[src/rtl/sticky_scan_sequencer_pkg.sv]
// rtl/sticky_scan_sequencer_pkg.sv - shared state type and chunk helpers for the sticky scan sequencer
package StickyScanPkg;

  typedef enum logic [1:0] {
    ST_IDLE = 2'd0,
    ST_SCAN = 2'd1,
    ST_DONE = 2'd2
  } state_e;

  function automatic int numChunks(input int acc_width, input int chunk_width);
    return acc_width / chunk_width;
  endfunction

  // Number of bits of chunk k that lie inside the n LSBs, clamped to [0, chunk_width].
  function automatic int chunkCount(input int n, input int k, input int chunk_width);
    int base;
    base = k * chunk_width;
    if (n <= base) begin
      return 0;
    end else if (n - base >= chunk_width) begin
      return chunk_width;
    end else begin
      return n - base;
    end
  endfunction

endpackage

[src/rtl/sticky_scan_sequencer_reduce.sv]
// rtl/sticky_scan_sequencer_reduce.sv - OR of the m least significant bits of one chunk
module ReduceOrTrailingBits #(
  parameter int WIDTH   = 32,
  parameter int M_WIDTH = $clog2(WIDTH) + 1
) (
  input  logic [WIDTH-1:0]   chunk,
  input  logic [M_WIDTH-1:0] m,
  output logic               result
);

  logic [WIDTH-1:0] mask;

  always_comb begin
    mask = '0;
    for (int i = 0; i < WIDTH; i++) begin
      mask[i] = (M_WIDTH'(i) < m);
    end
  end

  assign result = |(chunk & mask);

endmodule

[src/rtl/sticky_scan_sequencer.sv]
// rtl/sticky_scan_sequencer.sv - chunk-serial sticky-bit engine between accumulator normalize and rounder
module sticky_scan_sequencer
  import StickyScanPkg::*;
#(
  parameter int ACC_WIDTH   = 128,
  parameter int CHUNK_WIDTH = 32,
  parameter int TAG_WIDTH   = 4,
  parameter int N_WIDTH     = $clog2(ACC_WIDTH) + 1
) (
  input  logic                 clock,
  input  logic                 reset,
  input  logic                 inValid,
  output logic                 inReady,
  input  logic [ACC_WIDTH-1:0] inValue,
  input  logic [N_WIDTH-1:0]   inN,
  input  logic [TAG_WIDTH-1:0] inTag,
  output logic                 outValid,
  input  logic                 outReady,
  output logic                 outSticky,
  output logic [TAG_WIDTH-1:0] outTag
);

  localparam int NUM_CHUNKS = numChunks(ACC_WIDTH, CHUNK_WIDTH);
  localparam int K_WIDTH    = (NUM_CHUNKS > 1) ? $clog2(NUM_CHUNKS) : 1;
  localparam int M_WIDTH    = $clog2(CHUNK_WIDTH) + 1;

  generate
    if (ACC_WIDTH % CHUNK_WIDTH != 0) begin : g_width_check
      $error("ACC_WIDTH must be a multiple of CHUNK_WIDTH");
    end
  endgenerate

  state_e               state_q, state_d;
  logic [ACC_WIDTH-1:0] value_q, value_d;
  logic [N_WIDTH-1:0]   n_q, n_d;
  logic [TAG_WIDTH-1:0] tag_q, tag_d;
  logic [K_WIDTH-1:0]   k_q, k_d;
  logic                 sticky_q, sticky_d;
  logic                 out_valid_q, out_valid_d;

  logic [N_WIDTH-1:0]     n_clamped;
  logic [CHUNK_WIDTH-1:0] chunk;
  logic [M_WIDTH-1:0]     chunk_m;
  logic                   chunk_or;
  logic                   last_chunk;
  logic                   accept;

  assign n_clamped  = (inN > N_WIDTH'(ACC_WIDTH)) ? N_WIDTH'(ACC_WIDTH) : inN;
  assign chunk      = value_q[int'(k_q)*CHUNK_WIDTH +: CHUNK_WIDTH];
  assign chunk_m    = M_WIDTH'(chunkCount(int'(n_q), int'(k_q), CHUNK_WIDTH));
  assign last_chunk = int'(n_q) <= (int'(k_q) + 1) * CHUNK_WIDTH;

  ReduceOrTrailingBits #(
    .WIDTH(CHUNK_WIDTH)
  ) u_reduce (
    .chunk (chunk),
    .m     (chunk_m),
    .result(chunk_or)
  );

  // inReady is held low for the whole time reset is high, even though the FSM already sits in IDLE.
  assign inReady   = (state_q == ST_IDLE) && !reset;
  assign accept    = inValid && inReady;
  assign outValid  = out_valid_q;
  assign outSticky = sticky_q;
  assign outTag    = tag_q;

  always_comb begin
    state_d     = state_q;
    value_d     = value_q;
    n_d         = n_q;
    tag_d       = tag_q;
    k_d         = k_q;
    sticky_d    = sticky_q;
    out_valid_d = out_valid_q;
    case (state_q)
      ST_IDLE: begin
        if (accept) begin
          value_d  = inValue;
          n_d      = n_clamped;
          tag_d    = inTag;
          sticky_d = 1'b0;
          k_d      = '0;
          if (n_clamped == '0) begin
            state_d     = ST_DONE;
            out_valid_d = 1'b1;
          end else begin
            state_d = ST_SCAN;
          end
        end
      end
      ST_SCAN: begin
        sticky_d = sticky_q | chunk_or;
        // Stop at the first set bit; later chunks cannot clear the sticky.
        if ((sticky_q | chunk_or) || last_chunk) begin
          state_d     = ST_DONE;
          out_valid_d = 1'b1;
        end else begin
          k_d = k_q + K_WIDTH'(1);
        end
      end
      ST_DONE: begin
        if (outReady) begin
          state_d     = ST_IDLE;
          out_valid_d = 1'b0;
        end
      end
      default: begin
        state_d     = ST_IDLE;
        out_valid_d = 1'b0;
      end
    endcase
  end

  always_ff @(posedge clock or posedge reset) begin
    if (reset) begin
      state_q     <= ST_IDLE;
      value_q     <= '0;
      n_q         <= '0;
      tag_q       <= '0;
      k_q         <= '0;
      sticky_q    <= 1'b0;
      out_valid_q <= 1'b0;
    end else begin
      state_q     <= state_d;
      value_q     <= value_d;
      n_q         <= n_d;
      tag_q       <= tag_d;
      k_q         <= k_d;
      sticky_q    <= sticky_d;
      out_valid_q <= out_valid_d;
    end
  end

endmodule

[config.mk]
export PLATFORM = sky130hd
export DESIGN_NAME = sticky_scan_sequencer
export DESIGN_NICKNAME = d
export VERILOG_FILES = /design/src/rtl/sticky_scan_sequencer_pkg.sv /design/src/rtl/sticky_scan_sequencer_reduce.sv /design/src/rtl/sticky_scan_sequencer.sv
export SDC_FILE = /design/constraint.sdc
export NUM_CORES = 1
export LEC_CHECK = 0
export BUFFER_PORTS_ARGS = -buffer_cell sky130_fd_sc_hd__buf_2
export CORE_MARGIN = 3
export CORE_UTILIZATION = 45
export DETAILED_ROUTE_END_ITERATION = 6
export PLACE_DENSITY = 0.73
export SLEW_MARGIN = 20
export SYNTH_ARGS = -nofsm -noshare
export SYNTH_HDL_FRONTEND = slang
export SYNTH_SLANG_ARGS = --single-unit
[constraint.sdc]
create_clock -name clock -period 5.55 [get_ports clock]
set_input_delay 0.555 -clock clock [delete_from_list [all_inputs] [get_ports clock]]
set_output_delay 0.555 -clock clock [all_outputs]
set_load 0.02 [all_outputs]
Word-level counts from Yosys, hierarchy flattened. Cells that the tools add are included. Widths: inputs -> output; s select.

Flip-flop bits (word level): 146. Logic and storage cells: 87.

Muxes and demuxes: 18. Shift operators: 1. $lt $le $gt $ge: 36. Add/subtract/negate cells: 3. Eq/ne operators: 7. Reduce and logical (&&, ||, !) cells: 13. Bitwise gates (word level): 2.

Operators with widths (count): $shiftx 128x8->32 (1); $lt 5x6->1 const A (16); $lt 4x6->1 const A (8); $and 32x32->32 (1); $reduce_or 32->1 (1); $lt 3x6->1 const A (4); $lt 1x6->1 const A (2); $lt 2x6->1 const A (2); $mux 2 (6); $mux 6 (2); $ge 9x7->1 const B (1); $sub 8x7->9 (1); $gt 8x8->1 const B (1); $le 8x7->1 (1); $le 8x8->1 (1); $logic_not 8->1 (1); $mux 8 (1); $ne 2x2->1 const B (4); $pmux 2 s3 (1); $reduce_and 3->1 (2); $mux 1 (5); $pmux 2 s2 (1); $reduce_and 2->1 (2); $reduce_and 4->1 (1); 13 further kinds (14).

Longest topological paths before layout.
Word-level depth: 11. Mapped depth: 13. Mapped depth without buffers: 12.

By module. Synthesis repeated with hierarchy kept, for this count alone.

Cell total of the unflattened synthesis: 773. Area total of the unflattened synthesis: 7065.5 µm².

Modules (own cells, without submodules): sticky_scan_sequencer (area an instance 6606.3 µm², cells an instance 698, sequential area each 3653.5 µm², times used 1); ReduceOrTrailingBits (area an instance 459.2 µm², cells an instance 75, sequential area each 0.0 µm², times used 1).

Least setup slack after synthesis. OpenSTA, ideal clock, no wires.

Kind: flip-flop to flip-flop. From: register k_q[0]. To: register k_q[0]. Stages on the path, launching flop included: 14. Data required time: 5.471 ns. Buffers on the path: 3. Arrival time: 3.082 ns. Slack: 2.389 ns. Period minus slack after synthesis: 3.161 ns. Cell sequence: dfrtp_1 > buf_6 > buf_12 > buf_2 > inv_1 > ha_1 > nor2_1 > a41o_1 > a21oi_1 > o21ai_1 > a41oi_1 > or3_1 > nor4_4 > mux2i_1.

Longest elaborated chain between the ends: 11.

Ends and longest elaborated chain: from (decl) (RTL line sticky_scan_sequencer.sv:37) `logic [K_WIDTH-1:0] k_q, k_d;`; from (signal assigned) (RTL line sticky_scan_sequencer.sv:129) `k_q <= k_d;`; $sub 8x7->9 (RTL line sticky_scan_sequencer_pkg.sv:23) `return n - base;`; $ge 9x7->1 (RTL line sticky_scan_sequencer_pkg.sv:20) `end else if (n - base >= chunk_width) begin`; $mux 6 (RTL line sticky_scan_sequencer_pkg.sv:20); $mux 6 (RTL line sticky_scan_sequencer_pkg.sv:18) `if (n <= base) begin`; $lt 1x6->1 (tied with other cells) (RTL line sticky_scan_sequencer_reduce.sv:16) `mask[i] = (M_WIDTH'(i) < m);`; $and 32x32->32 (RTL line sticky_scan_sequencer_reduce.sv:20) `assign result = |(chunk & mask);`; $reduce_or 32->1 (RTL line sticky_scan_sequencer_reduce.sv:20); $or 1x1->1 (RTL line sticky_scan_sequencer.sv:95) `if ((sticky_q | chunk_or) || last_chunk) begin`; $logic_or 1x1->1 (RTL line sticky_scan_sequencer.sv:95); $ne 2x2->1 (no source line); $reduce_and 3->1 (no source line).

Parallel ways exist; a longest one is shown, timed or not. The select of a mux whose other input is x is not followed. A chain may end at the register's enable or synchronous reset.

Worst setup path in the final report.
From: register k_q[1]. To: register k_q[0].

Longest elaborated chain between the ends: 11.

Ends and longest elaborated chain (RTL line): $sub 8x7->9; $ge 9x7->1 (sticky_scan_sequencer_pkg.sv:20); $mux 6 (sticky_scan_sequencer_pkg.sv:20); $mux 6 (sticky_scan_sequencer_pkg.sv:18); $lt 1x6->1 (tied with other cells) (sticky_scan_sequencer_reduce.sv:16); $and 32x32->32 (sticky_scan_sequencer_reduce.sv:20); $reduce_or 32->1 (sticky_scan_sequencer_reduce.sv:20); $or 1x1->1 (sticky_scan_sequencer.sv:95); $logic_or 1x1->1 (*) (sticky_scan_sequencer.sv:95); $ne 2x2->1 (no source line) (*); $reduce_and 3->1 (no source line) (*).

Every way passes the cells marked *; elsewhere a longest branch is shown, timed or not.

==> impl_metrics.py <==
metrics = {
    "setup_path": {
        "reg2reg_depth": 10,
        "timing.rr.end": "k_q[0]$_DFFE_PP0P_",
        "cp-startpoint": "k_q[1]$_DFFE_PP0P_",
        "critPathKind": "flip-flop to flip-flop",
        "setup.worst_path.end": "k_q[0]$_DFFE_PP0P_",
        "cp_data_arrival_time_ps": 4380,
        "start_kind": "flip-flop",
        "reg2reg_from": "k_q[1]$_DFFE_PP0P_",
        "crit_fanout": 23,
        "crit_path_end_kind": "flip-flop",
        "worstPathRequired_ps": 5890,
        "ff2ff_setup_slack_ps": 1510,
    },
    "cts": {
        "cts_resized": 0,
        "cts_buffers": 17,
        "cts_tree": "done",
        "worstSkewPairLatency_ps": 430,
        "root_buffer": "clkbuf_16",
        "cts_max_path_buffers": 2,
        "htree_num_levels": 4,
        "cts_setup_buffers": 0,
        "clkSlewWorstSetupHoldPaths_ps": 60,
        "cts_hold_buffers": 0,
        "cts_sinks": 146,
    },
    "timing": {
        "setup_tns_ps": 0,
        "skew_ps": 12.9,
        "maxSlewViolCount": 0,
        "min_period_over_period": 0.728,
        "setup_viol": 0,
        "slew_headroom": 0.431,
        "fin_crit_ps": 4040,
        "grt_setup_unrepaired": "no",
        "fmax_ghz": 0.247,
        "final_hold_viol_count": 0,
        "setup_ws_ps": 1510,
        "tightest_slew_ps": 854,
    },
    "placed_design": {
        "gp_congestion": 0.875,
        "pre_cts_ws_ps": 1550,
        "hpwl_um": 12500,
        "portBuffers": 150,
    },
    "global_route": {
        "grt_pass1_wl_um": 30200,
        "antenna_found_initial": 0,
        "grt_max_degree": 113,
        "grtUsageTotal": 0.215,
        "grt_pass1_vias": 6088,
        "overflow": 0,
    },
    "logic_synthesis": {
        "synth_top_family_by_area": "simple AND/OR/NAND/NOR gates",
        "avgSynthCellArea_um2": 8.95,
        "synth_nets": 958,
        "yosysSeqAreaShare": 0.506,
        "synthFlopType": "dfrtp_1",
        "synth_seq_cells": 146,
        "synthAdderAreaFrac": 0.0149,
        "syn_area_mm2": 0.00722,
        "synth_xor_area_frac": 0,
        "synthArstFlopShare": 1.00,
        "synth.top_cell.area_share": 0.506,
        "synth_edf_count": 0,
        "synth_area_leaders": "dfrtp_1 51%, nand2_1 22%, mux4_2 5.0%",
        "yosysTopAreaCell": "dfrtp_1",
        "synth.area.mux_share": 0.104,
        "syn_inst": 806,
        "ys_types": 49,
        "yosys_warnings": 0,
        "synth_compound_area_frac": 0.0591,
        "synth-simple-area-share": 0.279,
    },
    "pwr": {
        "clkPwrFrac": 0.262,
        "swShare": 0.369,
        "p_leak_nw": 4.50,
        "power.switching_mw": 1.69,
        "powerDensity_mw_per_mm2": 527,
        "internal_power_mw": 2.89,
        "max-vdd-ir-drop_mv": 0.278,
        "seqPwrFrac": 0.412,
        "pwr-share-comb": 0.325,
    },
    "job": {
        "drv_cap": 0,
    },
    "drt": {
        "first_pass_iters": 5,
        "drtAntennaViolNets": 0,
        "post-route-drc-count": 0,
        "drtIter0Drc": 383,
        "drt-total-wl_um": 18100,
        "vias_per_cell": 5.11,
        "via_count": 5917,
        "wl_per_cell_um": 15.6,
    },
    "cells_and_area": {
        "fill_cells": 1406,
        "final_cell_mix": "424 x nand2_1, 150 x buf_2, 144 x dfrtp_1",
        "antenna_cells": 0,
        "area_delta_synth_final_pct": 20.7,
        "drive_gt1_frac": 0.228,
        "final_net_count": 1087,
        "layout_commonest_cell": "nand2_1",
    },
    "die": {
        "initial_core_util": 0.468,
        "io_pins": 151,
        "row_count": 45,
        "die_h_um": 133,
        "design.core.area_mm2": 0.0154,
        "dieArea_mm2": 0.0176,
        "die_width_um": 133,
    },
    "outcome": {
        "status": "finished, final reports clean",
    },
    "min_path": {
        "min_path_type": "primary input to flip-flop",
    },
}
## power by group through the flow
stage          Clock (mW)  Sequential, mW  Combinational (mW)
6_report             1.20            1.89                1.49
3_5_place_dp            0            1.89                1.49
3_3_place_gp            0            1.88                1.46
4_1_cts              1.22            1.89                1.50
2_1_floorplan           0            1.79                1.14
5_1_grt              1.27            1.95                1.70
## routing by layer
metal / global-route usage / vias to the layer above / wire length, um
met2: 0.338 / 155 / 8530
li1: - / 2922 / -
met5: 0 / - / 0
met4: 0.0676 / 0 / 252
met1: 0.297 / 2816 / 8370
met3: 0.0506 / 24 / 945
## cells in the mapped netlist (3+ instances only)
library cell,number
nand4_1,3
ha_1,7
and2_1,4
a31oi_1,7
nor3_1,12
buf_2,8
dfrtp_1,146
o21ai_0,8
a21oi_1,15
nand3_1,9
nor2b_1,5
o211ai_1,3
mux2i_1,4
mux4_2,16
o41ai_1,4
mux4_1,13
inv_1,13
nor2_1,20
or3_1,3
clkbuf_1,34
nand2_1,425
nand3b_1,7
a211oi_1,3
nand2b_1,3
## flip-flops by register name (all words and copies together), names as in the netlist
register and count:
outSticky 1, value_q 128, outValid 1, k_q 2
outTag 4, n_q 8, state_q 2
## area by class of cell
cell class / count / area (um^2) / area share
Clock buffer: 17 / 425 / 0.0489
Clock inverter: 15 / 190 / 0.0218
Inverter: 13 / 53.8 / 0.00618
Multi-Input combinational cell: 601 / 3310 / 0.380
Sequential cell: 146 / 3660 / 0.420
Tap cell: 211 / 264 / 0.0303
Timing Repair Buffer: 156 / 808 / 0.0928
## metrics by stage
step	util	cell area, um^2	instances	total power [mW]	hold WS, ps
after floorplan	-	7220	806	2.93	437
after detailed placement	0.523	8070	1126	3.38	455
after global placement	0.523	8070	1126	3.34	451
after CTS	0.563	8690	1158	4.60	295
final	0.564	8710	1159	4.58	310
after global routing	0.564	8710	1159	4.92	302
## kinds of logic (layout without fill, tap and decap cells)
kind of cell    after synthesis  count (layout)
compound gates               61              61
fa+ha+maj                     8               8
buf+inv                      59             201
flops                       146             146
mux                          34              34
simple gates                498             498
## how the worst min path moves through the flow
stage	slack, ps	from	end	cells past startpoint
2_1_floorplan	440	value_q[34]$_DFFE_PP0P_	value_q[34]$_DFFE_PP0P_	2
3_3_place_gp	450	value_q[41]$_DFFE_PP0P_	value_q[41]$_DFFE_PP0P_	2
3_5_place_dp	450	value_q[42]$_DFFE_PP0P_	value_q[42]$_DFFE_PP0P_	2
4_1_cts	290	inValue[59]	value_q[59]$_DFFE_PP0P_	3
5_1_grt	300	inValue[88]	value_q[88]$_DFFE_PP0P_	3
6_report	310	inValue[117]	value_q[117]$_DFFE_PP0P_	3
## critical path, stage by stage (launching register included)
cell and delay [ps]:
dfrtp_2 680, inv_1 140, ha_1 330, nor2b_1 160, o32ai_2 680, nand2_1 330, o41ai_1 400, a41oi_1 160
or3_1 390, nor4_4 440, mux2i_1 240
No activity file was read; power rests on OpenSTA's default activity.
